## src/rtl/data_memory_pkg.sv

```systemverilog
// Shared definitions for the data memory: access size codes, controller
// state encoding and the byte-offset width helper.
package data_memory_pkg;

  typedef enum logic [1:0] {
    SZ_B = 2'b00,
    SZ_H = 2'b01,
    SZ_W = 2'b10,
    SZ_D = 2'b11
  } size_t;

  typedef enum logic {
    ST_INIT = 1'b0,
    ST_RUN  = 1'b1
  } state_t;

  // Number of byte-offset address bits inside one memory word.
  function automatic int off_width(input int data_w);
    return (data_w == 64) ? 3 : 2;
  endfunction

endpackage

```

## src/rtl/data_memory_if.sv

```systemverilog
// Request/response bundle between the pipeline MEM stage (master) and the
// data memory (slave).
interface data_memory_if #(
  parameter int DATA_W = 32,
  parameter int ADDR_W = 5
);
  import data_memory_pkg::*;

  localparam int OFF_W = off_width(DATA_W);

  logic                     req_valid;
  logic                     req_ready;
  logic                     req_we;
  logic [1:0]               req_size;
  logic                     req_unsigned;
  logic [ADDR_W+OFF_W-1:0]  req_addr;
  logic [DATA_W-1:0]        req_wdata;
  logic                     rsp_valid;
  logic [DATA_W-1:0]        rsp_data;
  logic                     rsp_err;
  logic                     init_done;

  modport master (
    output req_valid, req_we, req_size, req_unsigned, req_addr, req_wdata,
    input  req_ready, rsp_valid, rsp_data, rsp_err, init_done
  );

  modport slave (
    input  req_valid, req_we, req_size, req_unsigned, req_addr, req_wdata,
    output req_ready, rsp_valid, rsp_data, rsp_err, init_done
  );

endinterface

```

## src/rtl/data_memory_align.sv

```systemverilog
// Combinational byte-lane logic: store lane mask and data shift, load
// extraction with sign/zero extension, and misalign/illegal-size detection.
module data_memory_align
  import data_memory_pkg::*;
#(
  parameter int DATA_W = 32
) (
  input  logic [1:0]                  size,
  input  logic                        zero_ext,
  input  logic [off_width(DATA_W)-1:0] offset,
  input  logic [DATA_W-1:0]           wdata,
  input  logic [DATA_W-1:0]           rdata,
  output logic [DATA_W/8-1:0]         lane_mask,
  output logic [DATA_W-1:0]           wdata_shifted,
  output logic [DATA_W-1:0]           load_data,
  output logic                        err
);

  localparam int OFF_W = off_width(DATA_W);
  localparam int LANES = DATA_W / 8;

  logic [OFF_W-1:0]  align_mask;
  logic [LANES-1:0]  size_mask;
  logic [OFF_W+2:0]  bit_shift;
  logic [DATA_W-1:0] shifted;
  logic              illegal;
  logic              misaligned;
  logic              top_bit;
  logic              fill;
  int                nbits;

  assign bit_shift = {offset, 3'b000};

  // Decode the access size into an alignment mask, a lane mask at offset 0
  // and the number of meaningful load bits; flag bad requests.
  always_comb begin
    align_mask = '0;
    size_mask  = '0;
    nbits      = DATA_W;
    case (size)
      SZ_B: begin
        align_mask = OFF_W'(0);
        size_mask  = LANES'(1);
        nbits      = 8;
      end
      SZ_H: begin
        align_mask = OFF_W'(1);
        size_mask  = LANES'(3);
        nbits      = 16;
      end
      SZ_W: begin
        align_mask = OFF_W'(3);
        size_mask  = LANES'(15);
        nbits      = 32;
      end
      default: begin
        align_mask = OFF_W'(7);
        size_mask  = LANES'(255);
        nbits      = 64;
      end
    endcase
    if (nbits > DATA_W) begin
      nbits = DATA_W;
    end
    illegal    = (size == SZ_D) && (DATA_W < 64);
    misaligned = |(offset & align_mask);
    err        = illegal | misaligned;
  end

  // Store path: position the lane mask and data at the byte offset; a bad
  // request enables no lanes so nothing is written.
  always_comb begin
    wdata_shifted = wdata << bit_shift;
    lane_mask     = err ? '0 : (size_mask << offset);
  end

  // Load path: bring the addressed bytes down to bit 0, then extend from the
  // top bit of the access width (or with zeros for unsigned loads).
  always_comb begin
    shifted = rdata >> bit_shift;
    top_bit = 1'b0;
    for (int i = 0; i < DATA_W; i++) begin
      if (i == nbits - 1) begin
        top_bit = shifted[i];
      end
    end
    fill = ~zero_ext & top_bit;
    load_data = '0;
    for (int i = 0; i < DATA_W; i++) begin
      load_data[i] = (i < nbits) ? shifted[i] : fill;
    end
    if (err) begin
      load_data = '0;
    end
  end

endmodule

```

## src/rtl/data_memory_ctrl.sv

```systemverilog
// Byte-addressable data memory for the MEM stage. After reset a sequencer
// writes the preload pattern into every word, then requests are served with
// a fixed two-edge response latency.
module data_memory_ctrl
  import data_memory_pkg::*;
#(
  parameter int DATA_W  = 32,
  parameter int ADDR_W  = 5,
  parameter int PRELOAD = 8
) (
  input logic          clk,
  input logic          rst_n,
  data_memory_if.slave bus
);

  localparam int OFF_W = off_width(DATA_W);
  localparam int LANES = DATA_W / 8;
  localparam int DEPTH = 2 ** ADDR_W;

  logic [DATA_W-1:0] mem [DEPTH];

  state_t            state;
  state_t            state_next;
  logic [ADDR_W-1:0] cnt;
  logic [ADDR_W-1:0] cnt_next;
  logic [DATA_W-1:0] init_word;

  logic              accept;
  logic [ADDR_W-1:0] word_idx;
  logic [OFF_W-1:0]  offset;
  logic [DATA_W-1:0] rdata;
  logic [LANES-1:0]  lane_mask;
  logic [DATA_W-1:0] wdata_shifted;
  logic [DATA_W-1:0] load_data;
  logic              align_err;

  logic              pend_valid;
  logic              pend_err;
  logic [DATA_W-1:0] pend_data;

  assign word_idx = bus.req_addr[ADDR_W+OFF_W-1:OFF_W];
  assign offset   = bus.req_addr[OFF_W-1:0];
  assign rdata    = mem[word_idx];
  assign accept   = bus.req_valid && bus.req_ready;

  // Words 1..PRELOAD hold their own index, everything else starts at zero.
  assign init_word = ((int'(cnt) >= 1) && (int'(cnt) <= PRELOAD))
                     ? DATA_W'(cnt) : '0;

  data_memory_align #(
    .DATA_W (DATA_W)
  ) u_align (
    .size          (bus.req_size),
    .zero_ext      (bus.req_unsigned),
    .offset        (offset),
    .wdata         (bus.req_wdata),
    .rdata         (rdata),
    .lane_mask     (lane_mask),
    .wdata_shifted (wdata_shifted),
    .load_data     (load_data),
    .err           (align_err)
  );

  // Controller state and preload counter; reset always restarts the preload.
  always_ff @(posedge clk or negedge rst_n) begin
    if (!rst_n) begin
      state <= ST_INIT;
      cnt   <= '0;
    end else begin
      state <= state_next;
      cnt   <= cnt_next;
    end
  end

  // Walk the counter through every word during INIT, then serve requests.
  always_comb begin
    state_next    = state;
    cnt_next      = cnt;
    bus.req_ready = 1'b0;
    bus.init_done = 1'b0;
    case (state)
      ST_INIT: begin
        cnt_next = cnt + ADDR_W'(1);
        if (cnt == ADDR_W'(DEPTH - 1)) begin
          state_next = ST_RUN;
        end
      end
      ST_RUN: begin
        bus.req_ready = 1'b1;
        bus.init_done = 1'b1;
      end
      default: begin
        state_next = ST_INIT;
      end
    endcase
  end

  // Array write port: preload words during INIT, byte-lane stores in RUN.
  always_ff @(posedge clk) begin
    if (state == ST_INIT) begin
      mem[cnt] <= init_word;
    end else if (accept && bus.req_we) begin
      for (int l = 0; l < LANES; l++) begin
        if (lane_mask[l]) begin
          mem[word_idx][l*8 +: 8] <= wdata_shifted[l*8 +: 8];
        end
      end
    end
  end

  // Capture the response at acceptance, present it one edge later; data and
  // error stay zero whenever no response is being presented.
  always_ff @(posedge clk or negedge rst_n) begin
    if (!rst_n) begin
      pend_valid    <= 1'b0;
      pend_err      <= 1'b0;
      pend_data     <= '0;
      bus.rsp_valid <= 1'b0;
      bus.rsp_err   <= 1'b0;
      bus.rsp_data  <= '0;
    end else begin
      pend_valid    <= accept;
      pend_err      <= accept && align_err;
      pend_data     <= (accept && !bus.req_we && !align_err) ? load_data : '0;
      bus.rsp_valid <= pend_valid;
      bus.rsp_err   <= pend_err;
      bus.rsp_data  <= pend_data;
    end
  end

endmodule
```

## src/flat_wrapper.sv

```systemverilog
// flat-port wrapper written by rule: the top's interface ports become plain ports
module data_memory_ctrl_flat import data_memory_pkg::*;
#(
  parameter int DATA_W  = 32,
  parameter int ADDR_W  = 5,
  parameter int PRELOAD = 8
)
  (clk, rst_n, bus_req_valid, bus_req_we, bus_req_size, bus_req_unsigned, bus_req_addr, bus_req_wdata, bus_req_ready, bus_rsp_valid, bus_rsp_data, bus_rsp_err, bus_init_done);
  data_memory_if #(.DATA_W(DATA_W), .ADDR_W(ADDR_W)) bus_i ();
  input logic clk;
  input logic rst_n;
  input wire logic [$bits(bus_i.req_valid)-1:0] bus_req_valid;
  input wire logic [$bits(bus_i.req_we)-1:0] bus_req_we;
  input wire logic [$bits(bus_i.req_size)-1:0] bus_req_size;
  input wire logic [$bits(bus_i.req_unsigned)-1:0] bus_req_unsigned;
  input wire logic [$bits(bus_i.req_addr)-1:0] bus_req_addr;
  input wire logic [$bits(bus_i.req_wdata)-1:0] bus_req_wdata;
  output wire logic [$bits(bus_i.req_ready)-1:0] bus_req_ready;
  output wire logic [$bits(bus_i.rsp_valid)-1:0] bus_rsp_valid;
  output wire logic [$bits(bus_i.rsp_data)-1:0] bus_rsp_data;
  output wire logic [$bits(bus_i.rsp_err)-1:0] bus_rsp_err;
  output wire logic [$bits(bus_i.init_done)-1:0] bus_init_done;
  assign bus_i.req_valid = bus_req_valid;
  assign bus_i.req_we = bus_req_we;
  assign bus_i.req_size = bus_req_size;
  assign bus_i.req_unsigned = bus_req_unsigned;
  assign bus_i.req_addr = bus_req_addr;
  assign bus_i.req_wdata = bus_req_wdata;
  assign bus_req_ready = bus_i.req_ready;
  assign bus_rsp_valid = bus_i.rsp_valid;
  assign bus_rsp_data = bus_i.rsp_data;
  assign bus_rsp_err = bus_i.rsp_err;
  assign bus_init_done = bus_i.init_done;
  data_memory_ctrl #(.DATA_W(DATA_W), .ADDR_W(ADDR_W), .PRELOAD(PRELOAD)) u_core (.clk(clk), .rst_n(rst_n), .bus(bus_i));
endmodule
```

## config.mk

```make
export PLATFORM = sky130hd
export DESIGN_NAME = data_memory_ctrl_flat
export DESIGN_NICKNAME = d
export VERILOG_FILES = /design/src/rtl/data_memory_pkg.sv /design/src/rtl/data_memory_if.sv /design/src/rtl/data_memory_align.sv /design/src/rtl/data_memory_ctrl.sv /design/src/flat_wrapper.sv
export SDC_FILE = /design/constraint.sdc
export NUM_CORES = 1
export LEC_CHECK = 0
export CORE_MARGIN = 10
export CORE_UTILIZATION = 45
export DETAILED_ROUTE_END_ITERATION = 8
export GPL_TIMING_DRIVEN = 0
export PLACE_DENSITY_LB_ADDON = 0.1
export SLEW_MARGIN = 20
export SYNTH_ARGS = -nofsm -noshare
export SYNTH_HDL_FRONTEND = slang
export SYNTH_HIERARCHICAL = 1
export SYNTH_SLANG_ARGS = --single-unit
```

## constraint.sdc

```tcl
create_clock -name clk -period 4.15 [get_ports clk]
set_input_delay 0.83 -clock clk [delete_from_list [all_inputs] [get_ports clk]]
set_output_delay 0.83 -clock clk [all_outputs]
set_load 0.03 [all_outputs]
```

==> results of run 1 <==
[worst max-delay path by stage]
stage                                from                    to  slack [ps]  depth (start not counted)
after global routing      bus_req_addr[2]  u_core/pend_data[19]        -110                         15
after global placement    bus_req_addr[2]  u_core/pend_data[19]       -2810                         15
after CTS                 bus_req_addr[4]  u_core/pend_data[19]          10                         13
final                     bus_req_addr[2]  u_core/pend_data[19]        -190                         15
after detailed placement  bus_req_addr[2]  u_core/pend_data[19]       -2450                         15
after floorplan           bus_req_addr[1]     u_core/mem[22][0]         250                         13
[cells by family (layout without fill, tap and decap cells)]
family | Yosys count | count (layout)
buffers and inverters | 185 | 515
AND/OR/NAND/NOR | 463 | 463
multiplexers | 550 | 550
flip-flops | 1098 | 1098
other | 2 | 5
XOR/XNOR | 7 | 7
AO/OA/AOI/OAI | 395 | 395
adder cells (fa/ha/maj) | 6 | 6
[synth_stat cells, types with 33 or more instances]
library cell / instances / share of area [%]
sky130_fd_sc_hd__edfxtp_1: 1024 / 69
sky130_fd_sc_hd__a22oi_1: 257 / 4.3
sky130_fd_sc_hd__dfrtp_1: 74 / 4.2
sky130_fd_sc_hd__nand3_1: 102 / 1.1
sky130_fd_sc_hd__and2_1: 72 / 1.0
sky130_fd_sc_hd__and3_1: 36 / 0.51
sky130_fd_sc_hd__a31oi_1: 33 / 0.46
sky130_fd_sc_hd__nor2_1: 158 / 1.3
sky130_fd_sc_hd__mux2i_1: 544 / 12
sky130_fd_sc_hd__a21oi_1: 34 / 0.38
sky130_fd_sc_hd__buf_2: 73 / 0.82
sky130_fd_sc_hd__clkbuf_1: 73 / 0.62
[through the flow]
stage / TNS, ps / setup WS, ps / hold WS, ps / cell area [sq um] / power (mW)
after floorplan: 0 / 251.7 / 331.2 / 44530 / 13.02
after global placement: -2927520 / -2809 / 337.6 / 46930 / 13.64
after detailed placement: -2554800 / -2449 / 334.7 / 47040 / 13.65
after CTS: 0 / 10.86 / 348.0 / 51860 / 23.44
after global routing: -6553 / -109.0 / 354.1 / 52300 / 23.97
final: -4349 / -188.3 / 345.4 / 52300 / 23.30
[flip-flops by register name, indices dropped and copies added, names as in the netlist]
name,flops
u_core/mem,1024
u_core/bus.rsp_data,32
u_core/pend_data,32
u_core/cnt,5
u_core/bus.rsp_err,1
u_core/bus.rsp_valid,1
u_core/pend_err,1
u_core/pend_valid,1
u_core/state,1
[cell type report]
cell class | instances | share of cell area (%)
flip-flops and latches | 1098 | 62.33
multi-input cells | 1424 | 23.01
clock buffers | 133 | 5.708
well taps | 1287 | 3.079
repair buffers | 120 | 2.682
plain buffers | 178 | 1.923
clock inverters | 78 | 1.213
inverters | 6 | 0.04306
diodes | 2 | 0.009569
[where the power goes]
group	switching, mW	internal [mW]	total (mW)
sequential	0.00359	12.0	12.0
combinational	1.01	0.432	1.45
clock	4.18	5.63	9.81
[metal layers]
| metal | up-vias | track usage, % | part of all wire [%] |
|---|---|---|---|
| met5 | - | 0 | 0.018 |
| met4 | 4 | 7.526 | 3.4 |
| met3 | 242 | 4.706 | 8.3 |
| met2 | 1068 | 38.01 | 47 |
| met1 | 13320 | 31.46 | 41 |
| li1 | 11120 | - | - |
[timing repair]
item                                    CTS  global route
hold buffers                              1             0
setup endpoints to repair              2080          1780
pin swaps                                13            14
setup buffers                            21            16
endpoints found under the hold margin    13             0
resized for setup                       284            62
==> results.json, run 1 <==
{
  "clock_insertion_delay_worst_skew_ps": 700,
  "fin_crit_sh_pct": 104.5,
  "multiInputGateArea_sq_mm": 0.01204,
  "critPathArrivalTime_ps": 4920,
  "synth_enable_flop_cells": 1024,
  "final.min_clock_period_ps": 4338,
  "finalCoreUtilization_pct": 53.22,
  "cts_num_sinks": 1098,
  "detailed_routing_iterations_pass_1": 6,
  "drc": 0,
  "final_net_count": 2992,
  "max-clock-path-buffers": 3,
  "start_util_pct": 45.30,
  "unrepaired_setup_endpoints_after_global_routing": "true",
  "postSynthCellCount": 2706,
  "cellLeakagePower_nw": 20.40,
  "synth_compound_area_share_pct": 6.767,
  "setup_violations": 79,
  "cp_data_required_time_ps": 4730,
  "routed_wire_length_per_instance_um": 30.78,
  "critPathBufInv": 5,
  "basic_gate_share_of_the_synthesized_area_counting_and_or_nand_and_nor_cells_pct": 5.300,
  "crit_path_cell_trace": "clkdlybuf4s50_1 -> clkbuf_4 -> nor2b_1 -> buf_4 -> buf_6 -> buf_4 -> a22oi_1 -> nand3_1 -> nand3_2 -> mux2i_2 -> a2bb2oi_2 -> a311oi_2 -> nand2_1 -> o21ai_0 -> and2_1",
  "syn-cell-area_sq_mm": 0.04452,
  "transition_time_at_the_pin_with_the_least_slew_margin_ps": 1210,
  "worst_r2r_startpoint": "u_core/state",
  "crit_path_top_delay_cell": "sky130_fd_sc_hd__clkdlybuf4s50_1",
  "dieHeight_um": 334.5,
  "clock_tree.htree_level_count": 3,
  "fraction_of_synthesis_flops_using_an_asynchronous_set_or_reset_pin_pct": 6.740,
  "reg2reg_depth": 8,
  "timing.clock.skew_ps": 30.75,
  "synth-seq-area-share_pct": 73.23,
  "avgSynthCellArea_sq_um": 16.45,
  "cell_pwr_density_mw_per_mm2": 445.5,
  "synth_warnings": 6,
  "status": "finished with violations",
  "startpoint_type": "primary input",
  "layout_commonest_cell": "sky130_fd_sc_hd__edfxtp_1",
  "cts.clk_slew.worst_paths_ps": 60,
  "drt-initial-drc-count": 2674,
  "post-place-cells": 4076,
  "areaGrowthSynthToFinish_pct": 17.48,
  "routed-via-count": 25750,
  "synthFlopType": "sky130_fd_sc_hd__edfxtp_1",
  "cts-root-buf": "sky130_fd_sc_hd__clkbuf_16",
  "grt-ovfl-total": 0,
  "irDropWorstVdd_mv": 0.4746,
  "final_layout_size_suffix_gt1_share_pct": 18.57,
  "core_sq_mm": 0.09828,
  "kind_of_path_behind_the_tightest_hold_check": "reg -> reg",
  "critPathMaxStageDelay_ps": 670,
  "place.gp.congestion": 0.9368,
  "cts_inserted_buffers": 112,
  "clock_tree_from_tritoncts": "done",
  "critical_path.top_delay_family": "buffers and inverters",
  "hold_depth": 0,
  "timing.slew.headroom_pct": 19.07,
  "seqCellArea_sq_mm": 0.03260,
  "timing.max_cap.violations": 0,
  "ys_seq_elements": 1098,
  "via_count_of_the_first_global_routing_pass": 25800,
  "std_cell_rows": 115,
  "die_area_sq_mm": 0.1119,
  "fillerInstances": 7906,
  "parity_gate_share_of_the_synthesized_area_counting_xor_and_xnor_cells_pct": 0.1377,
  "final_hold_violation_count": 0,
  "ant_nets": 0,
  "layout_setup_ws_ps": -188.3,
  "drt_wl_total_um": 133200,
  "grt_pass1_wl_um": 187700,
  "die-width_um": 334.5,
  "final-max-slew-violation-count": 0,
  "port-buffer-count": 79,
  "timing.hold.worst.start": "u_core/pend_data[5]",
  "violations": "setup timing",
  "instances_no_fill": 4326,
  "drt-vias-per-instance": 5.953,
  "grt_use_total_pct": 23.42,
  "cp_max_fo": 10,
  "post-dp-hpwl_um": 91150,
  "critical_path.most_common_cell": "sky130_fd_sc_hd__buf_4",
  "grt_max_degree": 62,
  "yosysUniqueCellTypes": 58,
  "synth.mux.area_fraction_pct": 12.41,
  "synth_top_family_by_area": "multiplexers",
  "io_pins": 82,
  "max_freq_mhz": 230.5,
  "worst_reg2reg_endpoint": "u_core/mem[11][10]",
  "ff2ff_setup_slack_ps": 1140,
  "antenna_found_initial": 7,
  "timing.setup.critical_path_class": "in -> reg",
  "commonest_non_fill_non_tap_cells_in_the_layout": "sky130_fd_sc_hd__edfxtp_1, sky130_fd_sc_hd__mux2i_1, sky130_fd_sc_hd__a22oi_1",
  "min_to": "u_core/bus.rsp_data[5]",
  "endpoint_kind": "register",
  "post_synth_fa_ha_maj_area_fraction_pct": 0.1686
}
No activity file was read; power rests on OpenSTA's default activity.
==> run 2, diff against run 1 <==
--- a/config.mk
+++ b/config.mk
@@ -6,7 +6,7 @@
 export NUM_CORES = 1
 export LEC_CHECK = 0
 export CORE_MARGIN = 10
-export CORE_UTILIZATION = 45
+export CORE_UTILIZATION = 65
 export DETAILED_ROUTE_END_ITERATION = 8
 export GPL_TIMING_DRIVEN = 0
 export PLACE_DENSITY_LB_ADDON = 0.1
==> run 2 against run 1 <==
  * The run still ends with setup timing left
  * Maximum frequency up 1.8%
  * Worst hold slack worse by 240 ps
  * Utilization up 24 points
  * Combinational power about the same
  * Clock skew down 7.1 ps
  * Total power down 2.4%
  * Global-route usage up 7.8 points
  * Cell area down 0.76%
  * Critical path type unchanged
  * Largest cell class unchanged
==> results.json, run 2 (same netlist as run 1, synthesis figures left out) <==
{
  "std_cell_rows": 95,
  "die_area_sq_mm": 0.07936,
  "kind_of_path_behind_the_tightest_hold_check": "in -> async",
  "ant_nets": 0,
  "grt_max_degree": 45,
  "commonest_non_fill_non_tap_cells_in_the_layout": "sky130_fd_sc_hd__edfxtp_1, sky130_fd_sc_hd__mux2i_1, sky130_fd_sc_hd__a22oi_1",
  "grt_pass1_wl_um": 175300,
  "clock_tree.htree_level_count": 3,
  "endpoint_kind": "register",
  "transition_time_at_the_pin_with_the_least_slew_margin_ps": 1213,
  "grt.met3_usage_pct": 8.506,
  "cts_num_sinks": 1098,
  "cellLeakagePower_nw": 20.48,
  "timing.clock.skew_ps": 23.65,
  "drt_wl_total_um": 123900,
  "finalCoreUtilization_pct": 76.88,
  "total_power_consumption_mw": 22.74,
  "timing.max_cap.violations": 0,
  "max-clock-path-buffers": 3,
  "start_util_pct": 65.94,
  "registers.top_by_ff_count": "u_core/mem",
  "startpoint_type": "primary input",
  "antenna_found_initial": 0,
  "dpl_worst_slack_ps": -1734,
  "io_pins": 82,
  "drt-initial-drc-count": 3373,
  "critPathArrivalTime_ps": 4570,
  "cts_inserted_buffers": 106,
  "cell_pwr_density_mw_per_mm2": 438.1,
  "drc": 0,
  "largest_reg_flops": 1024,
  "final_layout_size_suffix_gt1_share_pct": 18.79,
  "instances_no_fill": 3912,
  "cts.clk_slew.worst_paths_ps": 60,
  "irDropWorstVdd_mv": 0.5265,
  "timing.setup.critical_path_class": "in -> reg",
  "areaGrowthSynthToFinish_pct": 16.58,
  "placed_cell_area_sq_mm": 0.04653,
  "final_design_area_no_fill_sq_mm": 0.05190,
  "final.min_clock_period_ps": 4262,
  "max_freq_mhz": 234.6,
  "cp_data_required_time_ps": 4460,
  "post-place-cells": 3662,
  "layout_commonest_cell": "sky130_fd_sc_hd__edfxtp_1",
  "status": "finished with violations",
  "core_sq_mm": 0.06751,
  "place.gp.congestion": 1.030,
  "via_count_of_the_first_global_routing_pass": 25550,
  "final_net_count": 3009,
  "clock_insertion_delay_worst_skew_ps": 670,
  "biggest_regs": "u_core/mem x1024, u_core/bus.rsp_data x32, u_core/pend_data x32",
  "grt_use_total_pct": 31.23,
  "diodes": 0,
  "layout_setup_ws_ps": -112.0,
  "drt-vias-per-instance": 6.756,
  "timing.slew.headroom_pct": 18.89,
  "globalRouteMet1Util_pct": 43.76,
  "detailed_routing_iterations_pass_1": 7,
  "dieHeight_um": 281.7,
  "gr-max-usage-layer": "met2",
  "port-buffer-count": 79,
  "cts-root-buf": "sky130_fd_sc_hd__clkbuf_16",
  "routed_wire_length_per_instance_um": 31.68,
  "clock_tree_from_tritoncts": "done",
  "cp_max_fo": 10,
  "final_hold_violation_count": 0,
  "final-max-slew-violation-count": 0,
  "globalRouteMet2Util_pct": 45.66,
  "fin_crit_sh_pct": 102.7,
  "violations": "setup timing",
  "grt-ovfl-total": 0,
  "setup_violations": 587,
  "die-width_um": 281.7,
  "routed-via-count": 26430,
  "unrepaired_setup_endpoints_after_global_routing": "true",
  "post-dp-hpwl_um": 84040
}
## run 2: worst paths after layout
path / from / end / slack [ps] / cells after the start
setup / recovery: bus_req_addr[1] / u_core/mem[28][7] / -110 / 14
hold / removal: rst_n / u_core/cnt[2] / 110 / 1
setup reg to reg: u_core/state / u_core/mem[14][30] / 1140 / 7
hold reg to reg: u_core/pend_data[16] / u_core/bus.rsp_data[16] / 350 / 0
max in group asynchronous: rst_n / u_core/bus.rsp_data[5] / 3470 / 2
min in group clk: u_core/pend_data[16] / u_core/bus.rsp_data[16] / 350 / 0
## run 2: through the flow
stage               hold WS, ps  TNS (ps)
floorplan                 331.2         0
global placement          333.6  -2886590
detailed placement        334.7  -2591450
CTS                       96.49     -1004
global route              131.2   -250620
finish                    106.9    -27900
## run 2: area by class of cell
cell class | count | area [sq um]
Sequential cell | 1098 | 32600
Fill cell | 3840 | 15610
Multi-Input combinational cell | 1424 | 12110
Clock buffer | 142 | 2987
Timing Repair Buffer | 143 | 1695
Tap cell | 873 | 1092
Buffer | 178 | 1011
Clock inverter | 48 | 380.4
Inverter | 6 | 22.52
## run 2: where the power goes
group	switching [mW]	total [mW]	leakage (nW)	internal (mW)
combinational	1.02	1.46	6.33	0.443
clock	3.90	9.24	1.67	5.34
sequential	0.00368	12.0	12.5	12.0
## run 2: critical path, cell delays in order
cell and delay [ps]:
sky130_fd_sc_hd__clkdlybuf4s50_1 620, sky130_fd_sc_hd__buf_6 190, sky130_fd_sc_hd__buf_4 250, sky130_fd_sc_hd__clkbuf_4 310
sky130_fd_sc_hd__nor3_1 70, sky130_fd_sc_hd__a21oi_1 110, sky130_fd_sc_hd__nor2_1 70, sky130_fd_sc_hd__or4_1 480
sky130_fd_sc_hd__and3_1 210, sky130_fd_sc_hd__buf_6 130, sky130_fd_sc_hd__mux2_2 430, sky130_fd_sc_hd__nand2_4 230
sky130_fd_sc_hd__buf_6 240, sky130_fd_sc_hd__nor2_2 370
## run 2: timing repair
action / 4_1_cts / 5_1_grt
pin swaps: 33 / 0
hold buffers: 0 / 0
hold endpoints to repair: 0 / 0
resized for setup: 327 / 44
endpoints found under the setup margin: 2080 / 1907
setup buffers: 61 / 0
## run 2: routing by layer
metal	vias to the layer above	wire length, um
li1	11140	-
met1	13300	47440
met2	1692	54210
met3	296	16280
met4	0	6001
met5	-	0
